**src/rtl/vec_pkg.sv**
```systemverilog
// Shared vector-unit types.
// Holds the lane count, the lane word width, the store FSM state encoding,
// the lane index type and the lane word type used by vstore_unit.
package vec_pkg;
  localparam int LANES  = 4;
  localparam int DATA_W = 32;

  typedef enum logic [1:0] {IDLE, WRITE, DONE} vstore_state_t;
  typedef logic [1:0]        lane_idx_t;
  typedef logic [DATA_W-1:0] lane_word_t;
endpackage

```
**src/rtl/vstore_unit.sv**
```systemverilog
// Vector store unit.
// Accepts one 4-lane strided store (base, stride, data, mask) via valid/ready
// and serialises it into one word write per cycle on the data-memory write
// port. Each lane takes exactly one cycle whether or not it is masked. A
// one-cycle done pulse follows the last lane. err reports whether any enabled
// lane addressed beyond MEM_DEPTH, and holds until the next accept.
// Ports:
//   clk, rst                  clock, synchronous active-high reset
//   req_valid/req_ready       request handshake
//   req_base, req_stride      lane-0 word address, two's-complement word stride
//   req_data, req_mask        lane i data at [i*DATA_W +: DATA_W], lane enables
//   we, waddr, wdata          registered memory write port
//   done, err                 completion pulse, sticky out-of-range flag
module vstore_unit
  import vec_pkg::*;
#(
  parameter int ADDR_W    = 32,
  parameter int MEM_DEPTH = 1024
) (
  input  logic                    clk,
  input  logic                    rst,
  input  logic                    req_valid,
  output logic                    req_ready,
  input  logic [ADDR_W-1:0]       req_base,
  input  logic [ADDR_W-1:0]       req_stride,
  input  logic [LANES*DATA_W-1:0] req_data,
  input  logic [LANES-1:0]        req_mask,
  output logic                    we,
  output logic [ADDR_W-1:0]       waddr,
  output logic [DATA_W-1:0]       wdata,
  output logic                    done,
  output logic                    err
);

  vstore_state_t                     state_q, state_d;
  lane_idx_t                         lane_q, lane_d;
  logic [ADDR_W-1:0]                 stride_q, stride_d;
  logic [LANES-1:0][DATA_W-1:0]      data_q, data_d;
  logic [LANES-1:0]                  mask_q, mask_d;
  logic [ADDR_W-1:0]                 waddr_q, waddr_d;
  lane_word_t                        wdata_q, wdata_d;
  logic                              we_q, we_d;
  logic                              done_q, done_d;
  logic                              err_q, err_d;
  logic                              flag_q, flag_d;
  logic [ADDR_W-1:0]                 addr_nxt;

  function automatic logic in_range(input logic [ADDR_W-1:0] a);
    return a < ADDR_W'(MEM_DEPTH);
  endfunction

  assign req_ready = (state_q == IDLE) && !rst;

  // waddr_q doubles as the running address accumulator: each lane is the
  // previous lane's address plus stride, wrapping modulo 2^ADDR_W.
  always_comb begin
    state_d  = state_q;
    lane_d   = lane_q;
    stride_d = stride_q;
    data_d   = data_q;
    mask_d   = mask_q;
    waddr_d  = waddr_q;
    wdata_d  = wdata_q;
    we_d     = 1'b0;
    done_d   = 1'b0;
    err_d    = err_q;
    flag_d   = flag_q;
    addr_nxt = waddr_q + stride_q;
    case (state_q)
      IDLE: begin
        if (req_valid) begin
          // Lane 0 is presented straight from the request so that it appears
          // in the first cycle after accept.
          stride_d = req_stride;
          data_d   = req_data;
          mask_d   = req_mask;
          lane_d   = '0;
          waddr_d  = req_base;
          wdata_d  = req_data[DATA_W-1:0];
          we_d     = req_mask[0] && in_range(req_base);
          flag_d   = req_mask[0] && !in_range(req_base);
          err_d    = 1'b0;
          state_d  = WRITE;
        end
      end
      WRITE: begin
        if (lane_q == lane_idx_t'(LANES-1)) begin
          state_d = DONE;
          done_d  = 1'b1;
          err_d   = flag_q;
        end else begin
          lane_d  = lane_q + 2'd1;
          waddr_d = addr_nxt;
          wdata_d = data_q[lane_d];
          we_d    = mask_q[lane_d] && in_range(addr_nxt);
          flag_d  = flag_q || (mask_q[lane_d] && !in_range(addr_nxt));
        end
      end
      DONE:    state_d = IDLE;
      default: state_d = IDLE;
    endcase
  end

  always_ff @(posedge clk) begin
    if (rst) begin
      state_q  <= IDLE;
      lane_q   <= '0;
      stride_q <= '0;
      data_q   <= '0;
      mask_q   <= '0;
      waddr_q  <= '0;
      wdata_q  <= '0;
      we_q     <= 1'b0;
      done_q   <= 1'b0;
      err_q    <= 1'b0;
      flag_q   <= 1'b0;
    end else begin
      state_q  <= state_d;
      lane_q   <= lane_d;
      stride_q <= stride_d;
      data_q   <= data_d;
      mask_q   <= mask_d;
      waddr_q  <= waddr_d;
      wdata_q  <= wdata_d;
      we_q     <= we_d;
      done_q   <= done_d;
      err_q    <= err_d;
      flag_q   <= flag_d;
    end
  end

  assign we    = we_q;
  assign waddr = waddr_q;
  assign wdata = wdata_q;
  assign done  = done_q;
  assign err   = err_q;

endmodule

```
**config.mk**
```make
export PLATFORM = sky130hd
export DESIGN_NAME = vstore_unit
export DESIGN_NICKNAME = d
export VERILOG_FILES = /design/src/rtl/vec_pkg.sv /design/src/rtl/vstore_unit.sv
export SDC_FILE = /design/constraint.sdc
export NUM_CORES = 1
export LEC_CHECK = 0
export BUFFER_PORTS_ARGS = -buffer_cell sky130_fd_sc_hd__buf_2
export CAP_MARGIN = 20
export CORE_ASPECT_RATIO = 1.5
export CORE_MARGIN = 8
export CORE_UTILIZATION = 50
export CTS_CLUSTER_SIZE = 28
export DETAILED_ROUTE_END_ITERATION = 16
export PLACE_DENSITY = 0.81
export SYNTH_ARGS = -nofsm -noshare
export SYNTH_HDL_FRONTEND = slang
export SYNTH_SLANG_ARGS = --single-unit
```
**constraint.sdc**
```tcl
create_clock -name clk -period 4.25 [get_ports clk]
set_input_delay 0.2125 -clock clk [delete_from_list [all_inputs] [get_ports clk]]
set_output_delay 0.2125 -clock clk [all_outputs]
set_load 0.01 [all_outputs]
```
==> flow_metrics.tcl, run 1 <==
set metrics [dict create \
    status "finished, final reports clean" \
    p_int_mw 3.98 \
    min-delay-start "req_stride[31]" \
    drc 0 \
    crit_fanout 3 \
    initialDrtViolationCount 955 \
    min_path_cells 3 \
    wl_per_cell_um 19.8 \
    worstMarginPinSlew_ns 1.01 \
    portBuffers 266 \
    num-nets-final 2009 \
    drive_gt1_frac 0.206 \
    h-tree-depth 1 \
    syn_to_final_growth_pct 34.4 \
    synth_flop_cell "dfxtp_1" \
    die_y_um 199 \
    reg2reg_slack_ns 0.66 \
    required_ns 4.70 \
    startpoint "waddr[0]" \
    fin_crit_sh 0.844 \
    cts_root_buffer "clkbuf_16" \
    grt_pass1_vias 12400 \
    fin_worst_skew_ns 0.0164 \
    dr.pass1.iters 5 \
    cts_buffers 23 \
    avgSynthCellArea_sq_um 7.95 \
    postCtsSetupRepairBufs 0 \
    synth.top_cell.area_share 0.423 \
    ys_seq_area_frac 0.423 \
    swShare 0.301 \
    max-slew-margin-rel 0.326 \
    min_to "stride_q[31]" \
    crit-reg2reg-launch "waddr[0]" \
    grt.overflow.total 0 \
    synth-edff-count 0 \
    via_per_inst 5.88 \
    synth_top_cell_by_area "dfxtp_1" \
    drv_slew 0 \
    cts.path.max_buffers 3 \
    finalWirelength_um 41000 \
    antenna_left 0 \
    num_rows 67 \
    nFillCells 1631 \
    min_period_ns 3.59 \
    synthTopCellsByArea "dfxtp_1, nand2_1, a21oi_1, mux4_2, ha_1" \
    netlist_area_sq_um 11200 \
    die-area_sq_um 27500 \
    setup_viol 0 \
    synth-async-reset-ratio 0 \
    antenna_found_initial 6 \
    vdd_ir_drop_max_uv 348 \
    whs_ns 0.0354 \
    die_w_um 138 \
    rsz0062_at_grt "no" \
    crit_arrival_ns 4.04 \
    power.leakage_nw 6.37 \
    start_util 0.505 \
    hold_viol 0 \
    core_sq_um 22100 \
    critPathKind "reg2reg" \
    power_frac_seq 0.436 \
    synth_seq_cells 236 \
    clkPwrFrac 0.349 \
    p_sw_mw 1.71 \
    yosysMostFrequentCell "nand2_1" \
    critPathLaunchType "flop" \
    grt_use_met3 0.0576 \
    fmax_ghz 0.279 \
    cts_sinks 236 \
    worst-r2r-cell-count 12 \
    grt_pass1_wl_um 64400 \
    clock_latency_ns 0.52 \
    synthCells 1406 \
    yosys_warnings 0 \
    cts_tree "yes" \
    via_count 12200 \
    reg2reg_to "we" \
    combPwrFrac 0.215 \
    hpwlAfterDp_um 24400 \
    hp-class "in2reg" \
    setup_tns_ns 0 \
    met1_usage 0.292 \
    power.density_nw_per_um2 379 \
    power_mw 5.69 \
    yosys-top-cells-count "nand2_1, dfxtp_1, a21oi_1" \
    clkSlewWorstSetupHoldPaths_ns 0.07 \
    grt_start_max_net_pins 132 \
    end_kind "flop" \
    top_usage_layer "met2" \
    synth_fp_nets 1638 \
    yosysUniqueCellTypes 60 \
    grt_usage 0.286 \
    maxCapViolCount 0 \
    gp_congestion 0.900 \
    io_pins 267 \
    grt.met2_usage 0.521 \
]
sequential cells by signal, indices dropped and copies added (netlist names), 2 cells and up:
register  flops
data_q      128
stride_q     32
waddr        32
wdata        32
mask_q        4
lane_q        2
state_q       2
layout by cell type, fill, tap and decap left out, types with 5 or more instances in the layout:
cell type,count
dlygate4sd3_1,171
clkbuf_16,23
a21o_1,6
a211oi_1,10
a311oi_1,42
nand3_1,8
buf_4,12
nand2_1,452
o211ai_1,7
diode_2,7
and3_1,8
nand4_1,7
xor2_1,11
nor4_1,6
o21ai_0,23
nor3_1,5
clkbuf_1,6
o21ai_1,5
buf_2,265
nor2_1,94
xnor2_1,17
a31oi_1,7
mux4_2,32
dfxtp_1,235
a21oi_1,230
ha_1,31
per-layer routing:
| layer | vias to the layer above | share of wire | wire length, um |
|---|---|---|---|
| met5 | - | 0 | 0 |
| met2 | 706 | 0.52 | 21200 |
| met4 | 0 | 0.067 | 2750 |
| met1 | 5696 | 0.34 | 14000 |
| met3 | 210 | 0.076 | 3110 |
| li1 | 5605 | - | - |
final cells by class:
class | instances | area, sq um | share of cell area
multi-input cells | 1063 | 6050 | 0.403
flip-flops and latches | 236 | 4730 | 0.315
repair buffers | 449 | 3140 | 0.209
clock buffers | 33 | 653 | 0.0435
well taps | 276 | 345 | 0.0230
clock inverters | 9 | 70.1 | 0.00467
diodes | 7 | 17.5 | 0.00117
inverters | 4 | 15.0 | 0.00100
worst max-delay path by stage:
stage	endpoint	slack, ns
detailed placement	we	0.69
finish	we	0.66
global route	we	0.36
floorplan	we	1.20
global placement	we	0.78
CTS	we	0.65
worst max-delay path: stages, from the launching register on:
cell and delay [ns]:
dfxtp_1 0.33, ha_1 0.25, fa_1 0.45, a211oi_2 0.27
o211ai_1 0.20, a211oi_1 0.41, o21ai_1 0.22, a211oi_1 0.28
nor2_1 0.09, nor4b_1 0.30, o2111ai_1 0.18, nor4b_2 0.31
a41o_1 0.22
repair_timing:
action                                  4_1_cts  5_1_grt
endpoints found under the hold margin       202        1
endpoints found under the setup margin        0        0
gates resized for setup                       0        0
hold buffers                                170        1
cells by family after synthesis:
group,synth area share
simple gates,0.220
compound gates,0.193
flops,0.423
buf+inv,0.0387
mux,0.0667
fa+ha+maj,0.0376
xor+xnor,0.0219
power by group through the flow:
stage / registers [mW] / clock network (mW) / logic [mW]
finish: 2.48 / 1.98 / 1.22
global route: 2.50 / 2.10 / 1.32
CTS: 2.47 / 1.99 / 1.18
detailed placement: 2.52 / 0 / 1.05
global placement: 2.51 / 0 / 1.04
floorplan: 2.53 / 0 / 0.671
through the flow:
stage          cell area (sq um)  utilization  instances  setup WS, ns
6_report                   15000        0.679       2077         0.661
5_1_grt                    15000        0.678       2076         0.359
4_1_cts                    15000        0.677       2069         0.649
3_5_place_dp               12600        0.568       1857         0.691
3_3_place_gp               12600        0.568       1857         0.779
2_1_floorplan              11200            -       1406          1.20
(Power assumes the default switching activity.)
==> inputs of run 2 (changes only) <==
==> constraint.sdc (replaced) <==
create_clock -name clk -period 3.6 [get_ports clk]
set_input_delay 0.18 -clock clk [delete_from_list [all_inputs] [get_ports clk]]
set_output_delay 0.18 -clock clk [all_outputs]
set_load 0.01 [all_outputs]
==> run 2 against run 1 <==
  * Utilization up 1.3 points
  * Worst setup slack got worse by 0.53 ns
  * Final area is 2.0% higher
  * Fmax up 3.5%
  * Sequential share of layout area decreased by 0.61 points
  * Global-route usage increased by 0.63 points
  * Power rose by 29%
  * Critical path type unchanged
  * Clock-buffer cell count shrank 4
  * Clock power rose by 48%
==> flow_metrics.tcl, run 2 (synthesis results as in run 1) <==
set metrics [dict create \
    status "finished, final reports clean" \
    cts_buffers 24 \
    fin_ws_ns 0.133 \
    grt_pass1_vias 12800 \
    min-delay-start "req_base[24]" \
    regMostFlops "data_q" \
    fin_crit_sh 0.963 \
    grt_usage 0.292 \
    drc 0 \
    cts.path.max_buffers 3 \
    min_period_ns 3.47 \
    nFillCells 1668 \
    critPathKind "reg2reg" \
    grt_start_max_net_pins 102 \
    maxCapViolCount 0 \
    power_frac_seq 0.400 \
    cts_tree "yes" \
    die_w_um 138 \
    drv_slew 0 \
    syn_to_final_growth_pct 37.0 \
    io_pins 267 \
    largest_reg_flops 128 \
    drive_gt1_frac 0.210 \
    finalWirelength_um 42400 \
    crit_arrival_ns 3.93 \
    grt_pass1_wl_um 65900 \
    fin_worst_skew_ns 0.0148 \
    wl_per_cell_um 20.4 \
    p_sw_mw 2.08 \
    met1_usage 0.285 \
    min_to "waddr[24]" \
    multi_input_area_sq_um 6060 \
    via_count 12300 \
    clock_latency_ns 0.52 \
    portBuffers 266 \
    worst-r2r-cell-count 11 \
    postCtsSetupRepairBufs 0 \
    crit-reg2reg-launch "waddr[4]" \
    critPathLaunchType "flop" \
    cts_sinks 236 \
    num-nets-final 2015 \
    rsz0062_at_grt "no" \
    top_usage_layer "met2" \
    power.leakage_nw 6.50 \
    layout_common_cells "nand2_1, buf_2, dfxtp_1, a21oi_1, dlygate4sd3_1" \
    vdd_ir_drop_max_uv 521 \
    seq_area_sq_um 4730 \
    antenna_found_initial 4 \
    die-area_sq_um 27500 \
    clkSlewWorstSetupHoldPaths_ns 0.07 \
    swShare 0.283 \
    hold_viol 0 \
    initialDrtViolationCount 1068 \
    grt.met2_usage 0.541 \
    grt_use_met3 0.0623 \
    max-slew-margin-rel 0.326 \
    clkPwrFrac 0.401 \
    p_int_mw 5.27 \
    pre_cts_slack_ns 0.178 \
    power.density_nw_per_um2 480 \
    min_path_cells 5 \
    final_common_cell "nand2_1" \
    via_per_inst 5.90 \
    start_util 0.505 \
    cts_root_buffer "clkbuf_16" \
    num_rows 67 \
    combPwrFrac 0.200 \
    gp_congestion 0.927 \
    hp-class "in2reg" \
    end_kind "flop" \
    h-tree-depth 1 \
    reg2reg_to "we" \
    reg2reg_slack_ns 0.13 \
    hpwlAfterDp_um 24800 \
    grt.overflow.total 0 \
    antenna_left 0 \
    setup_tns_ns 0 \
    crit_fanout 4 \
    fmax_ghz 0.288 \
    dr.pass1.iters 6 \
    core_sq_um 22100 \
    setup_viol 0 \
    worstMarginPinSlew_ns 1.01 \
    die_y_um 199 \
    required_ns 4.07 \
]
-- run 2: cell types whose count changed in the layout (fill, tap and decap cells not counted), sizes merged --
cell         previous run  this run
diode                   7         6
buf                   278       279
clkbuf                 33        29
bufinv                  0         7
clkinvlp                1         2
clkinv                  6         4
dlygate4sd3           171       175
-- run 2: final cells by class --
class / instances / area share
Multi-Input combinational cell: 1063 / 0.396
Sequential cell: 236 / 0.309
Timing Repair Buffer: 454 / 0.210
Clock buffer: 29 / 0.0438
Tap cell: 276 / 0.0225
Clock inverter: 15 / 0.0179
Inverter: 4 / 0.000980
Antenna cell: 6 / 0.000980
-- run 2: power by group through the flow --
| stage | Sequential, mW | Combinational (mW) | Clock (mW) |
|---|---|---|---|
| after global routing | 2.95 | 1.58 | 3.08 |
| after CTS | 2.92 | 1.41 | 2.97 |
| final | 2.94 | 1.47 | 2.94 |
| after detailed placement | 2.98 | 1.26 | 0 |
| after global placement | 2.97 | 1.24 | 0 |
| after floorplan | 2.99 | 0.792 | 0 |
-- run 2: worst max-delay path by stage --
stage / startpoint / endpoint / slack [ns] / depth (start not counted)
after floorplan: waddr[0] / we / 0.55 / 12
after global placement: waddr[0] / we / 0.24 / 13
after detailed placement: waddr[0] / we / 0.18 / 13
after CTS: waddr[0] / we / 0.16 / 13
after global routing: waddr[0] / we / 0.02 / 12
final: waddr[4] / we / 0.13 / 11
-- run 2: worst max-delay path, cell delays in order, from the launching register on --
cell	delay [ns]
dfxtp_1	0.33
ha_1	0.38
o211ai_1	0.14
o21ai_0	0.49
nand4_1	0.23
a21oi_1	0.38
o31ai_1	0.15
xor2_1	0.25
nor4b_1	0.35
o2111ai_1	0.22
nor4b_2	0.29
a41o_1	0.20
-- run 2: metal layers --
| metal | vias to the layer above | part of all wire | routed length (um) |
|---|---|---|---|
| li1 | 5620 | - | - |
| met5 | - | 0 | 0 |
| met2 | 719 | 0.52 | 22200 |
| met1 | 5734 | 0.34 | 14200 |
| met4 | 0 | 0.065 | 2770 |
| met3 | 226 | 0.074 | 3140 |
-- run 2: through the flow --
step	utilization	power (mW)	std cells	area (sq um)	hold WS, ns
floorplan	-	3.78	1406	11200	0.316
global placement	0.569	4.21	1858	12600	0.421
detailed placement	0.569	4.24	1858	12600	0.427
CTS	0.691	7.31	2077	15300	0.0227
global route	0.692	7.61	2081	15300	0.0402
finish	0.692	7.34	2083	15300	0.0363
-- run 2: timing repair --
action	in CTS	in global routing
endpoints found under the hold margin	207	0
hold buffers	175	0
endpoints found under the setup margin	0	2
gates resized for setup	0	1
